## src/rtl/rtc_pkg.sv

```systemverilog
`default_nettype none
// ============================================================================
// Module  : rtc_pkg
// Brief   : Shared edit-state encoding, field limits and leap-year helper
// Revision: 1.0
// ============================================================================
package rtc_pkg;

  typedef enum logic [2:0] {
    ST_RUN       = 3'd0,
    ST_SET_HOUR  = 3'd1,
    ST_SET_MIN   = 3'd2,
    ST_SET_DAY   = 3'd3,
    ST_SET_MONTH = 3'd4,
    ST_SET_YEAR  = 3'd5
  } state_t;

  localparam logic [5:0]  SEC_MAX   = 6'd59;
  localparam logic [5:0]  MIN_MAX   = 6'd59;
  localparam logic [4:0]  HOUR_MAX  = 5'd23;
  localparam logic [3:0]  MONTH_MAX = 4'd12;
  localparam logic [11:0] YEAR_MAX  = 12'd4095;

  // Gregorian rule; year 0 falls out as a leap year.
  function automatic logic is_leap(input logic [11:0] y);
    return (y[1:0] == 2'b00) &&
           (((y % 12'd100) != 12'd0) || ((y % 12'd400) == 12'd0));
  endfunction

endpackage
`default_nettype wire

```

## src/rtl/rtc_calendar_days_in_month.sv

```systemverilog
`default_nettype none
// ============================================================================
// Module  : days_in_month
// Brief   : Combinational month length for a given month/year
// Revision: 1.0
// ============================================================================
module days_in_month (
  input  logic [3:0]  month,
  input  logic [11:0] year,
  output logic [4:0]  dim
);
  import rtc_pkg::*;

  always_comb begin
    dim = 5'd31;
    case (month)
      4'd4, 4'd6, 4'd9, 4'd11: dim = 5'd30;
      4'd2:                    dim = is_leap(year) ? 5'd29 : 5'd28;
      default:                 dim = 5'd31;
    endcase
  end

endmodule
`default_nettype wire

```

## src/rtl/rtc_calendar.sv

```systemverilog
`default_nettype none
// ============================================================================
// Module  : rtc_calendar
// Brief   : 1 Hz time/date counter with two-button field editing
// Revision: 1.0
// ============================================================================
module rtc_calendar #(
  parameter int CLK_HZ      = 50000000,
  parameter int RESET_YEAR  = 2024,
  parameter int RESET_MONTH = 1,
  parameter int RESET_DAY   = 1,
  parameter int RESET_HOUR  = 0,
  parameter int RESET_MIN   = 0
) (
  input  logic        clk,
  input  logic        rst_p,
  input  logic        btn_mode,
  input  logic        btn_inc,
  output logic [5:0]  sec,
  output logic [5:0]  min,
  output logic [4:0]  hour,
  output logic [4:0]  day,
  output logic [3:0]  month,
  output logic [11:0] year,
  output logic [2:0]  edit_field,
  output logic        tick_1hz
);
  import rtc_pkg::*;

  localparam int             PW        = $clog2(CLK_HZ);
  localparam logic [PW-1:0]  PRESC_MAX = PW'(CLK_HZ - 1);

  state_t        state, state_nxt;
  logic [PW-1:0] presc, presc_nxt;
  logic [5:0]    sec_nxt, min_nxt;
  logic [4:0]    hour_nxt, day_nxt;
  logic [3:0]    month_nxt, month_inc, edit_month;
  logic [11:0]   year_nxt, year_inc, edit_year;
  logic [4:0]    dim_cur, dim_edit;
  logic          tick;

  assign month_inc = (month == MONTH_MAX) ? 4'd1 : month + 4'd1;
  assign year_inc  = (year == YEAR_MAX) ? 12'd0 : year + 12'd1;

  // Second lookup sees the month/year an increment would produce, so the
  // day clamp lands on the same edge as the increment.
  assign edit_month = (state == ST_SET_MONTH) ? month_inc : month;
  assign edit_year  = (state == ST_SET_YEAR)  ? year_inc  : year;

  days_in_month u_dim_cur  (.month(month),      .year(year),      .dim(dim_cur));
  days_in_month u_dim_edit (.month(edit_month), .year(edit_year), .dim(dim_edit));

  assign tick       = (presc == PRESC_MAX) && (state == ST_RUN);
  assign tick_1hz   = tick;
  assign edit_field = state;

  always_comb begin
    state_nxt = state;
    presc_nxt = presc;
    sec_nxt   = sec;
    min_nxt   = min;
    hour_nxt  = hour;
    day_nxt   = day;
    month_nxt = month;
    year_nxt  = year;
    case (state)
      ST_RUN: begin
        presc_nxt = tick ? '0 : presc + 1'b1;
        if (tick) begin
          if (sec != SEC_MAX) sec_nxt = sec + 6'd1;
          else begin
            sec_nxt = 6'd0;
            if (min != MIN_MAX) min_nxt = min + 6'd1;
            else begin
              min_nxt = 6'd0;
              if (hour != HOUR_MAX) hour_nxt = hour + 5'd1;
              else begin
                hour_nxt = 5'd0;
                if (day != dim_cur) day_nxt = day + 5'd1;
                else begin
                  day_nxt   = 5'd1;
                  month_nxt = month_inc;
                  if (month == MONTH_MAX) year_nxt = year_inc;
                end
              end
            end
          end
        end
        if (btn_mode) begin
          state_nxt = ST_SET_HOUR;
          presc_nxt = '0;
        end
      end
      ST_SET_HOUR: begin
        presc_nxt = '0;
        if (btn_mode)     state_nxt = ST_SET_MIN;
        else if (btn_inc) hour_nxt = (hour == HOUR_MAX) ? 5'd0 : hour + 5'd1;
      end
      ST_SET_MIN: begin
        presc_nxt = '0;
        if (btn_mode)     state_nxt = ST_SET_DAY;
        else if (btn_inc) min_nxt = (min == MIN_MAX) ? 6'd0 : min + 6'd1;
      end
      ST_SET_DAY: begin
        presc_nxt = '0;
        if (btn_mode)     state_nxt = ST_SET_MONTH;
        else if (btn_inc) day_nxt = (day >= dim_cur) ? 5'd1 : day + 5'd1;
      end
      ST_SET_MONTH: begin
        presc_nxt = '0;
        if (btn_mode) state_nxt = ST_SET_YEAR;
        else if (btn_inc) begin
          month_nxt = month_inc;
          if (day > dim_edit) day_nxt = dim_edit;
        end
      end
      ST_SET_YEAR: begin
        presc_nxt = '0;
        if (btn_mode) begin
          state_nxt = ST_RUN;
          sec_nxt   = 6'd0;
        end else if (btn_inc) begin
          year_nxt = year_inc;
          if (day > dim_edit) day_nxt = dim_edit;
        end
      end
      default: begin
        state_nxt = ST_RUN;
        presc_nxt = '0;
      end
    endcase
  end

  always_ff @(posedge clk) begin
    if (rst_p) begin
      state <= ST_RUN;
      presc <= '0;
      sec   <= 6'd0;
      min   <= 6'(RESET_MIN);
      hour  <= 5'(RESET_HOUR);
      day   <= 5'(RESET_DAY);
      month <= 4'(RESET_MONTH);
      year  <= 12'(RESET_YEAR);
    end else begin
      state <= state_nxt;
      presc <= presc_nxt;
      sec   <= sec_nxt;
      min   <= min_nxt;
      hour  <= hour_nxt;
      day   <= day_nxt;
      month <= month_nxt;
      year  <= year_nxt;
    end
  end

endmodule
`default_nettype wire

```

## config.mk

```make
export PLATFORM = sky130hd
export DESIGN_NAME = rtc_calendar
export DESIGN_NICKNAME = d
export VERILOG_FILES = /design/src/rtl/rtc_pkg.sv /design/src/rtl/rtc_calendar_days_in_month.sv /design/src/rtl/rtc_calendar.sv
export SDC_FILE = /design/constraint.sdc
export NUM_CORES = 1
export LEC_CHECK = 0
export CORE_MARGIN = 1
export CORE_UTILIZATION = 30
export CTS_BUF_LIST = sky130_fd_sc_hd__clkbuf_8
export CTS_CLUSTER_SIZE = 24
export DETAILED_ROUTE_END_ITERATION = 6
export PLACE_DENSITY_LB_ADDON = 0.15
export SYNTH_ARGS = -nofsm -noshare
export SYNTH_HDL_FRONTEND = slang
export SYNTH_SLANG_ARGS = --single-unit
```

## constraint.sdc

```tcl
create_clock -name clk -period 5.98 [get_ports clk]
set_clock_uncertainty 0.2 [all_clocks]
set_input_delay 0.897 -clock clk [delete_from_list [all_inputs] [get_ports clk]]
set_output_delay 0.897 -clock clk [all_outputs]
set_load 0.05 [all_outputs]
```

==> results.txt, run 1 <==
- 46 I/O pins were placed.
- For this design, the sink count on the clock tree is 67.
- Cells after synthesis: 795
- Ratio of final minimum period to clock period: 96.3%
* Synth Warn #: 0
* Series of cell instances along the critical path: or3_4 -> a21oi_2 -> o21a_2 -> a211oi_4 -> o21bai_4 -> xor2_2 -> o31a_1 -> buf_4 -> or2_2 -> a2111oi_2 -> a21oi_1 -> a311oi_1 -> a31o_2 -> a221oi_2 -> ha_1 -> nand2_2 -> or4_4 -> nor4_2 -> a31oi_1 -> or2_4 -> or3_4 -> o21ai_1 -> or3b_4
- The share of the Yosys chip area taken by registers is 23.1%.
- Layout cells sized above 1: 23.9%
- Once the floorplan was initialized, standard cells occupied 30.9% of the core.
- Drt initial violations: 381
- Area share of the leading cell type in the synthesized netlist: 23.1%
- Largest vdd supply drop: 0.0000886 V
- First-pass GRT wire length: 27.7 mm
- Final GP Congestion: 0.866
* Final wirelength: 17.6 mm
- TritonCTS clock tree: yes
- In the post-route analysis, the smallest setup slack over all paths is 223 ps.
- Die boundary height: 141 um
* Sum of internal, switching and leakage power: 0.000890 W
* Final-report setup violation count: 0
- Max-cap violations in this run came to 0.
- Max-slew violation count: 0
* Max_slew headroom: 45.3%
- After floorplanning, the core was divided into 50 placement rows.
* Actual slew at the worst max-slew pin: 813 ps
* Outcome: finished, final reports clean
- Avg Inst Size Synth: 7.32 um^2
- CTS H-tree depth: 3
* Cell type of the slowest stage on the worst timing path: sky130_fd_sc_hd__or4_4
- Highest cell delay on the worst timing path: 420 ps
* Syn-to-layout area delta: 34.9%
* DR DRC count: 0
- No sink is reached through more buffers than the 2 on the longest clock path.
- The largest total area in the synthesized netlist belongs to sky130_fd_sc_hd__dfxtp_1.
- Dividing total power by cell area gives a power density of 113 mW/mm^2.
* Most Frequent Cell on Critical Path: sky130_fd_sc_hd__or3_4
* Hold Slack: 269 ps
- Worst-Skew Late Latency: 370 ps
* Number of input and output port buffers inserted: 45
* Diodes inserted: 0
- Count of unique library cells instantiated by Yosys: 93
* Share of flip-flops with an asynchronous set or reset: 0%
- Number of global-route vias before repair: 5636
* Clock slew at the register clock pins of the worst setup and hold paths: 100 ps
- The most used flip-flop cell after synthesis is sky130_fd_sc_hd__dfxtp_1.
- CP endpoint kind: register
- Data required time at the worst endpoint: 6040 ps
* Count of endpoints failing hold in the final timing report: 0
* Data arrival time of the worst path: 5820 ps
- Filler instances: 1940
- After legalization and detailed placement, the total HPWL measured 12.6 mm.
- Number of nets in the finished design: 932
- Floorplan die area: 0.0199 mm^2
- Gr ovfl total: 0
- Setup repair after global routing could not meet its margin everywhere.
* Per-cell via count in the routed design: 5.36
- The count of nets left with antenna violations once routing finished came out at 0.
- The path class of the tightest hold or removal check is reg -> reg.
- Detailed routing inserted a total of 6312 vias.
- STA classifies the critical path startpoint as a register.
* Area of the mapped netlist: 0.00582 mm^2
- Leading post-synthesis cells by cell area: sky130_fd_sc_hd__dfxtp_1 23%, sky130_fd_sc_hd__nor2_1 6.5%, sky130_fd_sc_hd__a21oi_1 5.0%
- Worst setup path category: reg -> reg
- Entering global routing, the biggest net connects 34 pins.
* Register bit count reported by yosys: 67
- Counting I/O delays and the setup requirement, the final critical path takes 5760 ps.
- The region available for standard cell placement spans 0.0188 mm^2.
- Leakage power: 2.87 nW
- After detailed routing, the average wire length per cell comes to 15.0 um.
- The cell sitting at the root of the clock tree is a sky130_fd_sc_hd__clkbuf_8.
- Die Span X: 141 um
- The initial antenna violation count was 0.
- Timing analysis after detailed placement gives a worst setup slack of 64.9 ps.
- The synthesized design contains 0 enable-type register cells.
- CTS buffer count: 9
* Highest clock frequency the design can meet: 174 MHz
* Overall track demand over capacity in global routing: 16.9%
* Pre-Repair DR Iteration Count: 6
- Crit-path max FO: 7
* Post-Synthesis Net Count: 814
-- power by group --
part           switching (W)  internal, W  total (W)
sequential        0.00000303     0.000446   0.000449
combinational      0.0000305    0.0000153  0.0000457
clock               0.000228     0.000167   0.000395
total               0.000262     0.000628   0.000890
-- registers in the layout, indices dropped and copies added, names as in the netlist --
name        count
sec             6
day             5
year           12
presc          26
edit_field      3
hour            5
month           4
min             6
-- cells in the final DEF (no fill, tap or decap), types with 9 or more instances in the layout --
cell type and count:
sky130_fd_sc_hd__buf_4 100, sky130_fd_sc_hd__nor2_1 98, sky130_fd_sc_hd__nand2_1 68, sky130_fd_sc_hd__a21oi_1 57
sky130_fd_sc_hd__dfxtp_1 57, sky130_fd_sc_hd__clkdlybuf4s50_1 45, sky130_fd_sc_hd__nand3_1 37, sky130_fd_sc_hd__o21ai_0 35
sky130_fd_sc_hd__nor3_1 27, sky130_fd_sc_hd__xor2_1 24, sky130_fd_sc_hd__xnor2_1 24, sky130_fd_sc_hd__inv_1 15
sky130_fd_sc_hd__nand4_1 14, sky130_fd_sc_hd__ha_1 14, sky130_fd_sc_hd__o211ai_1 12, sky130_fd_sc_hd__nor4_1 11
sky130_fd_sc_hd__and3_1 10, sky130_fd_sc_hd__a31oi_1 10, sky130_fd_sc_hd__o21ai_1 9, sky130_fd_sc_hd__clkbuf_8 9
-- synth_stat cells (all sizes together) (10+ instances only) --
cell and count:
o31ai 10, xor2 26, buf 14, a21oi 60, xnor2 28, nand3 39, nor4 15, o211ai 12
a31oi 12, nand2 69, nor3 36, clkbuf 27, inv 16, ha 15, o21ai 46, nor2 101
and3 12, dfxtp 67, nand4 15
-- layout make-up --
type	count	area [um^2]	area share, %
Multi-Input combinational cell	670	4640	59.1
Sequential cell	67	1370	17.5
Timing Repair Buffer	148	1240	15.9
Tap cell	260	325	4.15
Clock buffer	9	124	1.58
Clock inverter	7	76.3	0.973
Inverter	17	67.6	0.861
-- routing by layer --
layer  up-vias  GRT usage, %  wire (um)
met3        14          3.29        796
li1       3209             -          -
met2       136          26.4       7750
met4         0          4.58        191
met1      2953          23.6       8880
met5         -             0          0
-- stage by stage --
stage / TNS (ps) / area, um^2 / std cells / utilization (%)
4_1_cts: 0 / 7260 / 1151 / 38.6
5_1_grt: -61.3 / 7840 / 1178 / 41.7
6_report: 0 / 7840 / 1178 / 41.7
3_3_place_gp: 0 / 7060 / 1135 / 37.5
3_5_place_dp: 0 / 7060 / 1135 / 37.5
2_1_floorplan: 0 / 5900 / 795 / -
-- what timing repair did --
item                                    CTS  global route
hold buffers                              0             0
resized for setup                         0            83
endpoints found under the setup margin    0            15
buffers inserted                          0            27
-- kinds of logic after synthesis --
family / share of synthesized area, %
adders and majority gates: 3.57
xor gates and xnor gates: 8.26
and+or+nand+nor: 31.1
buffers and inverters: 4.20
AOI/OAI and AO/OA: 28.4
muxes: 1.44
DFF: 23.1
-- path summary, 6_finish.rpt --
check / startpoint / to / slack [ps] / cells after the start
worst min-delay path: presc[0] / presc[0] / 270 / 1
worst max register to register: year[8] / year[10] / 220 / 23
worst min register to register: presc[0] / presc[0] / 270 / 1
worst max-delay path: year[8] / year[10] / 220 / 23
-- critical path: cells and delay by family, from the launching register on --
family | cells | cell delay (ps)
compound gates | 12 | 2050
xor+xnor | 1 | 150
fa+ha+maj | 1 | 310
buf+inv | 1 | 170
flops | 1 | 380
simple gates | 8 | 2390
(Power assumes the default switching activity.)
==> run 2: changes to the inputs <==
--- a/config.mk
+++ b/config.mk
@@ -5,12 +5,15 @@
 export SDC_FILE = /design/constraint.sdc
 export NUM_CORES = 1
 export LEC_CHECK = 0
+export CAP_MARGIN = 40
+export CORE_ASPECT_RATIO = 1.5
 export CORE_MARGIN = 1
 export CORE_UTILIZATION = 30
 export CTS_BUF_LIST = sky130_fd_sc_hd__clkbuf_8
 export CTS_CLUSTER_SIZE = 24
 export DETAILED_ROUTE_END_ITERATION = 6
 export PLACE_DENSITY_LB_ADDON = 0.15
+export SKIP_CTS_REPAIR_TIMING = 1
 export SYNTH_ARGS = -nofsm -noshare
 export SYNTH_HDL_FRONTEND = slang
 export SYNTH_SLANG_ARGS = --single-unit
==> run 2 against run 1 <==
Hold slack gained 3.5 ps. Non-clock buffer count is 6 higher. Clock-buffer cell count grew 1. Flip-flop and latch count unchanged. Cell count about the same. Sequential power is essentially flat. Core utilization is 0.25 points lower. Power shrank 6.5%. Register-to-register slack barely moved. Sequential share of layout area decreased by 0.095 points. Critical endpoint is now day[1]. Largest cell class unchanged.
==> results.txt, run 2 (synthesized netlist as in run 1, its figures left out) <==
- Worst setup slack before clock tree synthesis: 1.19 ps (-63.7 ps)
* Data required time at the worst endpoint: 6020 ps (-20 ps)
- First-pass GRT wire length: 30.3 mm (+9.5%)
- The weighted congestion reported at the end of routability-driven placement came to 0.880 (+1.6%).
- Diodes inserted: 0 (unchanged)
- The setup path with the least slack is of type reg -> reg.
- The total number of clock tree sinks came to 67 (unchanged).
- Cell type of the slowest stage on the worst timing path: sky130_fd_sc_hd__or4b_4
- The count of input and output buffers is 45 (unchanged).
- The largest fanout on the critical path is 13 (+6).
- Number of standard-cell rows in the floorplan: 62 (+24%)
- Number of global-route vias before repair: 6208 (+10%)
* Highest cell delay on the worst timing path: 520 ps (+100 ps)
- Per-cell via count in the routed design: 5.44 (+1.6%)
* Number of nets with antenna violations after routing: 0 (unchanged)
- Sum of internal, switching and leakage power: 0.000832 W (-6.5%)
- The placeable core area came to 0.0191 mm^2 (+1.3%).
- The flow ran to the end, and the final reports show no timing, DRC or antenna violations.
- Setup repair after global routing could not meet its margin everywhere.
- The most numerous cell type found on the critical path is sky130_fd_sc_hd__buf_4.
* Final-report setup violation count: 0 (unchanged)
- Ratio of final minimum period to clock period: 96.2% (-0.11 points)
* Number of antenna violations at the first check in global routing: 0 (unchanged)
* Routed length per placed instance: 16.0 um (+6.8%)
- The worst vdd rail ir drop came to 0.000148 V (+67%).
* CTS H-tree depth: 3 (unchanged)
* CP endpoint kind: register
- Clock slew at the register clock pins of the worst setup and hold paths: 70 ps (-30 ps)
- The total leakage power is 2.90 nW (+1.1%).
- Gr ovfl total: 0 (unchanged)
- Data arrival time of the worst path: 5790 ps (-30 ps)
- Cell at the root of the clock tree: sky130_fd_sc_hd__clkbuf_8
* Max_slew headroom: 48.9% (+3.5 points)
* Highest clock frequency the design can meet: 174 MHz (+0.11%)
- The end-of-flow core utilization was 41.4% (-0.25 points).
- Count of endpoints failing hold in the final timing report: 0 (unchanged)
- Number of flip-flops under the largest register name: 26 (unchanged)
* Die Span X: 116 um (-18%)
- Syn-to-layout area delta: 35.9%
- The total die area is 0.0200 mm^2 (about the same).
* Vias after detailed routing: 6418 (+1.7%)
* CTS buffer count: 9 (unchanged)
- Commonest cells after routing, fill and taps aside: 105 x sky130_fd_sc_hd__buf_4, 94 x sky130_fd_sc_hd__nor2_1, 67 x sky130_fd_sc_hd__nand2_1
- TritonCTS clock tree: yes
- Max-slew violation count: 0 (unchanged)
* Initial Util: 30.5% (-0.41 points)
* Max-capacitance violation count: 0 (unchanged)
- Drt initial violations: 281 (-26%)
- The clock latency on the worst-skew pair is 360 ps (about the same).
- Filler instances: 2033 (+4.8%)
- More flip-flops sit in one register than any other, and that register is presc.
- Hpwl dp: 14.3 mm (+13%)
* Final WS setup: 229 ps (+6.44 ps)
- The final-layout worst hold slack was 272 ps (+3.47 ps).
- I/O Pins: 46 (unchanged)
- The path class of the tightest hold or removal check is reg -> reg.
- DR DRC count: 0 (unchanged)
- Final wirelength: 18.8 mm (+6.9%)
* Shortest period the worst path allows: 5750 ps (-6.44 ps)
- The net total in the final layout was 938 (+0.64%).
- Top Registers: presc (26), year (12)
- The transition time at the pin with the least slew margin is 761 ps (-52.1 ps).
- STA classifies the critical path startpoint as a register.
- The maximum number of pins on one net before global-route repair is 33 (-2.9%).
- Ratio of total power to cell area: 105 mW/mm^2 (-7.2%)
- The fraction of final layout cells with drive strength greater than 1 is 25.5% (+1.6 points).
- Overall track demand over capacity in global routing: 19.0% (+2.1 points)
- Most common cell after layout, fill and taps aside: sky130_fd_sc_hd__buf_4
* Pre-Repair DR Iteration Count: 4 (-2)
- Die boundary height: 173 um (+22%)
- The maximum clock path buffer count came to 2 (unchanged).
==> run 2: cell count changes in the layout (fill, tap and decap cells not counted), sizes merged <==
cell    delta
buf        +6
inv        -3
clkinv     +1
clkbuf     +1
==> run 2: layer usage <==
layer	track usage [%]	wire length [um]
met4	7.75	482
met3	2.75	548
met1	20.7	7580
met5	0	0
met2	35.7	10200
==> run 2: critical path: cells and delay by family, from the launching register on <==
| family | cells | cell delay, ps |
|---|---|---|
| DFF | 1 | 410 |
| AOI/OAI and AO/OA | 12 | 2870 |
| and+or+nand+nor | 9 | 1280 |
| buffers and inverters | 5 | 680 |
| adders and majority gates | 1 | 180 |
==> run 2: final timing paths <==
kind	start	endpoint	slack (ps)	depth (start not counted)
max	year[10]	day[1]	230	27
min	presc[0]	presc[0]	270	1
max reg2reg	year[10]	day[1]	230	27
min reg2reg	presc[0]	presc[0]	270	1
==> run 2: stage by stage <==
step	TNS (ps)	area [um^2]	std cells
after floorplan	0	5900	795
after global placement	0	7240	1156
after detailed placement	0	7250	1157
after CTS	-34.6	7420	1172
after global routing	-603	7900	1179
final	0	7900	1179
==> run 2: power breakdown <==
group	internal, W	switching (W)	total, W
clock	0.000158	0.000180	0.000337
combinational	0.0000151	0.0000302	0.0000454
sequential	0.000446	0.00000324	0.000449
==> run 2: cell type report <==
class	instances	area [um^2]	share of cell area (%)
clock buffers	10	138	1.74
clock inverters	5	30.0	0.380
inverters	17	63.8	0.808
multi-input cells	670	4690	59.4
flip-flops and latches	67	1370	17.4
well taps	256	320	4.05
repair buffers	154	1290	16.3
==> run 3: changes to the inputs <==
--- a/config.mk
+++ b/config.mk
@@ -12,6 +12,7 @@
 export CTS_BUF_LIST = sky130_fd_sc_hd__clkbuf_8
 export CTS_CLUSTER_SIZE = 24
 export DETAILED_ROUTE_END_ITERATION = 6
+export HOLD_SLACK_MARGIN = 0.05
 export PLACE_DENSITY_LB_ADDON = 0.15
 export SKIP_CTS_REPAIR_TIMING = 1
 export SYNTH_ARGS = -nofsm -noshare
==> results of run 3 <==
Same layout as run 2: the final DEF is identical, and so are final timing and power.
